[src/rtl/ram_dump_streamer_pkg.sv]
// Shared definitions for the RAM debug-port dump streamer: FSM state codes,
// frame header byte and the running checksum helper.
package ram_dump_streamer_pkg;

    typedef logic [2:0] dump_state_t;

    localparam dump_state_t ST_IDLE      = 3'd0;
    localparam dump_state_t ST_WAIT_HALT = 3'd1;
    localparam dump_state_t ST_HEADER    = 3'd2;
    localparam dump_state_t ST_ADDR      = 3'd3;
    localparam dump_state_t ST_LOAD      = 3'd4;
    localparam dump_state_t ST_SEND      = 3'd5;
    localparam dump_state_t ST_CSUM      = 3'd6;
    localparam dump_state_t ST_DONE      = 3'd7;

    localparam logic [7:0] DUMP_HEADER_BYTE = 8'hA5;

    // Frame checksum is a plain modulo-256 byte sum; the header is excluded.
    function automatic logic [7:0] csum_add(input logic [7:0] sum, input logic [7:0] data);
        return sum + data;
    endfunction

endpackage

[src/rtl/ram_dump_streamer.sv]
// Walks a window of data RAM through the debug port after the CPU halts and
// streams it as header, little-endian bytes and checksum over valid/ready.
module ram_dump_streamer
    import ram_dump_streamer_pkg::*;
#(
    parameter int FirstWord   = 0,
    parameter int NumWords    = 256,
    parameter int AddrWidth   = 8,
    parameter int ReadLatency = 1
) (
    input  logic                 clk,
    input  logic                 reset,
    input  logic                 start,
    input  logic                 cpuHalted,
    output logic                 ramDebugEn,
    output logic [AddrWidth-1:0] ramAddr,
    output logic [1:0]           ramByteSel,
    input  logic [7:0]           ramData,
    output logic [7:0]           txData,
    output logic                 txValid,
    input  logic                 txReady,
    output logic                 busy,
    output logic                 done
);

    localparam int LatW = (ReadLatency > 1) ? $clog2(ReadLatency) : 1;
    // One extra bit so the last-word compare never wraps at the top of RAM.
    localparam logic [AddrWidth:0] FIRST_WORD = (AddrWidth + 1)'(FirstWord);
    localparam logic [AddrWidth:0] LAST_WORD  = (AddrWidth + 1)'(FirstWord + NumWords - 1);
    localparam logic [LatW-1:0]    LAT_START  = LatW'(ReadLatency - 1);

    dump_state_t        state;
    logic [AddrWidth:0] word;
    logic [1:0]         byte_sel;
    logic [LatW-1:0]    lat_cnt;
    logic [7:0]         checksum;
    logic               handshake;

    assign handshake  = txValid && txReady;
    assign ramAddr    = word[AddrWidth-1:0];
    assign ramByteSel = byte_sel;
    assign busy       = (state != ST_IDLE) && (state != ST_DONE);
    assign done       = (state == ST_DONE);

    always_ff @(posedge clk) begin
        if (reset) begin
            state      <= ST_IDLE;
            word       <= FIRST_WORD;
            byte_sel   <= 2'd0;
            lat_cnt    <= '0;
            checksum   <= 8'd0;
            txData     <= 8'd0;
            txValid    <= 1'b0;
            ramDebugEn <= 1'b0;
        end else begin
            case (state)
                ST_IDLE: begin
                    if (start) state <= ST_WAIT_HALT;
                end
                ST_WAIT_HALT: begin
                    if (cpuHalted) begin
                        state      <= ST_HEADER;
                        ramDebugEn <= 1'b1;
                        txData     <= DUMP_HEADER_BYTE;
                        txValid    <= 1'b1;
                    end
                end
                ST_HEADER: begin
                    if (handshake) begin
                        state    <= ST_ADDR;
                        word     <= FIRST_WORD;
                        byte_sel <= 2'd0;
                        checksum <= 8'd0;
                        lat_cnt  <= LAT_START;
                        txValid  <= 1'b0;
                    end
                end
                ST_ADDR: begin
                    if (lat_cnt == '0) state <= ST_LOAD;
                    else               lat_cnt <= lat_cnt - 1'b1;
                end
                ST_LOAD: begin
                    txData   <= ramData;
                    checksum <= csum_add(checksum, ramData);
                    txValid  <= 1'b1;
                    state    <= ST_SEND;
                end
                ST_SEND: begin
                    if (handshake) begin
                        txValid <= 1'b0;
                        // Next lane of the same registered word is available at once.
                        if (byte_sel != 2'd3) begin
                            byte_sel <= byte_sel + 2'd1;
                            state    <= ST_LOAD;
                        end else if (word < LAST_WORD) begin
                            word     <= word + 1'b1;
                            byte_sel <= 2'd0;
                            lat_cnt  <= LAT_START;
                            state    <= ST_ADDR;
                        end else begin
                            txData  <= checksum;
                            txValid <= 1'b1;
                            state   <= ST_CSUM;
                        end
                    end
                end
                ST_CSUM: begin
                    if (handshake) begin
                        txValid    <= 1'b0;
                        ramDebugEn <= 1'b0;
                        state      <= ST_DONE;
                    end
                end
                ST_DONE: begin
                    state <= ST_IDLE;
                end
                default: begin
                    state <= ST_IDLE;
                end
            endcase
        end
    end

endmodule

[config.mk]
export PLATFORM = sky130hd
export DESIGN_NAME = ram_dump_streamer
export DESIGN_NICKNAME = d
export VERILOG_FILES = /design/src/rtl/ram_dump_streamer_pkg.sv /design/src/rtl/ram_dump_streamer.sv
export SDC_FILE = /design/constraint.sdc
export NUM_CORES = 1
export LEC_CHECK = 0
export CAP_MARGIN = 15
export CELL_PAD_IN_SITES_DETAIL_PLACEMENT = 1
export CELL_PAD_IN_SITES_GLOBAL_PLACEMENT = 2
export CORE_ASPECT_RATIO = 1.5
export CORE_MARGIN = 4
export CORE_UTILIZATION = 27
export DETAILED_ROUTE_END_ITERATION = 8
export PLACE_DENSITY = 0.7
export SLEW_MARGIN = 10
export SYNTH_ARGS = -nofsm -noshare
export SYNTH_HDL_FRONTEND = slang
export SYNTH_SLANG_ARGS = --single-unit
export TNS_END_PERCENT = 5
[constraint.sdc]
create_clock -name clk -period 1.65 [get_ports clk]
set_input_delay 0.165 -clock clk [delete_from_list [all_inputs] [get_ports clk]]
set_output_delay 0.165 -clock clk [all_outputs]
set_load 0.01 [all_outputs]
==> flow_metrics.tcl <==
set metrics [dict create \
    status "finished, violations left" \
    violations "negative setup slack" \
    relSlewSlack_pct 79.2 \
    syn_inst 218 \
    period_needed_ps 1690 \
    vias 1903 \
    rsz0062_at_grt "yes" \
    hold_buffers 0 \
    synth_seq_cells 32 \
    fin_worst_skew_ps 4.23 \
    p_leak_nw 1.10 \
    yosys.area.top_type "dfxtp_1" \
    grt_pass1_wl_mm 9.85 \
    numPortBuffers 34 \
    avgViaCountPerCell 5.20 \
    utilization_pct 41.8 \
    setup_viol 3 \
    drive_gt1_share_pct 29.7 \
    nets 312 \
    clk_pin_slew_ps 70 \
    max_freq_mhz 591 \
    die_x_um 75.4 \
    vdd_drop_max_mv 0.315 \
    grt-ovfl-total 0 \
    whs_ps 380 \
    grt_pass1_vias 2062 \
    fillers 789 \
    cts_root_buf "clkbuf_8" \
    crit_chain "ha_1, a211oi_2, o31ai_2, o311a_1, o21ai_0, a21oi_1" \
    crit_arrival_ps 1870 \
    async_flop_share_pct 0 \
    crit_type "reg -> reg" \
    critPathLaunchType "flop" \
    coreArea_um2 6580 \
    syn_area_per_cell_um2 8.44 \
    post-place-ws_ps -463 \
    pwr_density_cell_nw_per_um2 681 \
    track_usage_pct 15.8 \
    placed_area_um2 2540 \
    synth_warnings 0 \
    ys_seq_area_share_pct 34.8 \
    die_h_um 109 \
    design_area_um2 2750 \
    tns_ps -92.0 \
    areaGrowthSynthToFinish_pct 49.4 \
    rows 36 \
    clk_latency_ps 290 \
    hp-class "in -> reg" \
    setup_ws_ps -40.7 \
    gp_congestion 0.802 \
    hold_viol_final 0 \
    max_cap_viol_count 0 \
    final_cells 366 \
    synth_top_area_share_pct 34.8 \
    clk_path_buf_depth 2 \
    routedWlPerCell_um 16.3 \
    postRouteAntennaNets 0 \
    dr.pass1.iters 3 \
    wirelength_mm 5.96 \
    tightest_slew_ps 309 \
    worstPathRequired_ps 1830 \
    ys_types 41 \
    synth_area_um2 1840 \
    ios 35 \
    synth_area_leaders "dfxtp_1 35%, a21oi_1 7.3%, ha_1 6.1%" \
    die_area_um2 8220 \
    synth_nets 241 \
    dpl.hpwl_mm 4.60 \
    antenna_found_initial 0 \
    crit_fanout 3 \
    synth-main-ff-cell "dfxtp_1" \
    power_mw 1.87 \
    slowest_stage "dfxtp_1" \
    n_antenna_cell 0 \
    cts_tree "yes" \
    dp.cells 356 \
    synth_edf_count 0 \
    crit_path_max_incr_delay_ps 340 \
    cts_buffers 5 \
    grt_max_degree 27 \
    drt_first_iter_violations 50 \
    setup.worst_path.end_class "flop" \
    h-tree-depth 2 \
    period_share_pct 102 \
    drcViolationCount 0 \
    slew_violations 0 \
    start_util_pct 28.0 \
    clock_sinks 32 \
]
==> cell usage in the layout (no fill, tap or decap), types with 3 or more instances in the layout <==
cell type / n
dfxtp_2: 8
nand3_1: 4
nor2b_1: 3
nand2_1: 9
a211oi_1: 5
xor2_1: 6
o221ai_1: 5
clkbuf_8: 6
buf_4: 45
nor3_1: 3
inv_1: 3
nor2_1: 26
ha_1: 7
a21oi_2: 5
o21ai_0: 9
a211oi_2: 3
a22oi_1: 10
dfxtp_1: 23
a21oi_1: 22
clkdlybuf4s50_1: 30
nand2b_1: 10
==> path summary, 6_finish.rpt <==
| kind | from | end | slack (ps) | cells past startpoint |
|---|---|---|---|---|
| min | ramData[0] | checksum[0] | 380 | 4 |
| max | checksum[1] | checksum[7] | -40 | 6 |
| max reg2reg | checksum[1] | checksum[7] | -40 | 6 |
| min reg2reg | txData[2] | txData[2] | 470 | 2 |
==> cell type report <==
cell class / instances / area (um2) / area share [%]
Multi-Input combinational cell: 166 / 1170 / 42.7
Timing Repair Buffer: 81 / 721 / 26.2
Sequential cell: 32 / 654 / 23.8
Tap cell: 76 / 95.1 / 3.46
Clock buffer: 6 / 82.6 / 3.01
Inverter: 3 / 11.3 / 0.410
Clock inverter: 2 / 10.0 / 0.364
==> kinds of logic (layout without fill, tap and decap cells) <==
logic type / count (synthesis) / in the layout / share of synthesized area (%)
and+or+nand+nor: 72 / 72 / 20.5
muxes: 2 / 2 / 1.09
DFF: 32 / 32 / 34.8
xor gates and xnor gates: 8 / 8 / 3.81
adders and majority gates: 10 / 10 / 7.21
AOI/OAI and AO/OA: 74 / 74 / 26.3
buffers and inverters: 20 / 92 / 6.26
==> Yosys cell counts, types with 2 or more instances <==
cell type and instances:
inv_1 3, nor3_1 3, and3_1 2, o21a_1 2, ha_1 9, a2bb2oi_1 2, mux2i_1 2, a21o_1 3
buf_4 10, o21ai_0 10, a22oi_1 10, or3_1 3, nor2_1 27, o31ai_1 2, xor2_1 6, xnor2_1 2
nor4_1 2, clkbuf_1 3, buf_2 2, a211oi_1 7, and2_1 2, o221ai_1 5, nor2b_1 3, nand3_1 4
nand2b_1 10, dfxtp_1 32, a21oi_1 27, and4_1 3, buf_1 2, nand2_1 9
==> registers in the layout, summed over array words and instances, names as in the netlist <==
| name | flops |
|---|---|
| checksum | 8 |
| ramByteSel | 2 |
| ramDebugEn | 1 |
| state | 3 |
| txData | 8 |
| txValid | 1 |
| word | 9 |
==> power by group <==
part	switching [mW]	leakage (nW)	internal, mW	total, mW
clock network	0.315	0.0510	0.333	0.648
registers	0.0314	0.264	0.809	0.840
logic	0.180	0.785	0.204	0.384
total	0.526	1.10	1.35	1.87
==> worst max-delay path: cells and delay by family (launching register included) <==
kind            cells  cell delay [ps]
compound gates      5              900
flops               1              340
fa+ha+maj           1              340
==> timing repair <==
item,4_1_cts,5_1_grt
setup buffers,0,2
cloned,0,0
gates resized for setup,9,26
endpoints found under the setup margin,19,22
pin swaps,0,10
==> metal layers <==
metal	vias up	global-route usage (%)	part of all wire, %
li1	932	-	-
met5	-	0	0
met4	0	6.25	2.4
met2	30	30.8	58
met1	931	15.3	36
met3	10	3.51	3.1
Note: power is estimated with default switching activity, not from simulation.
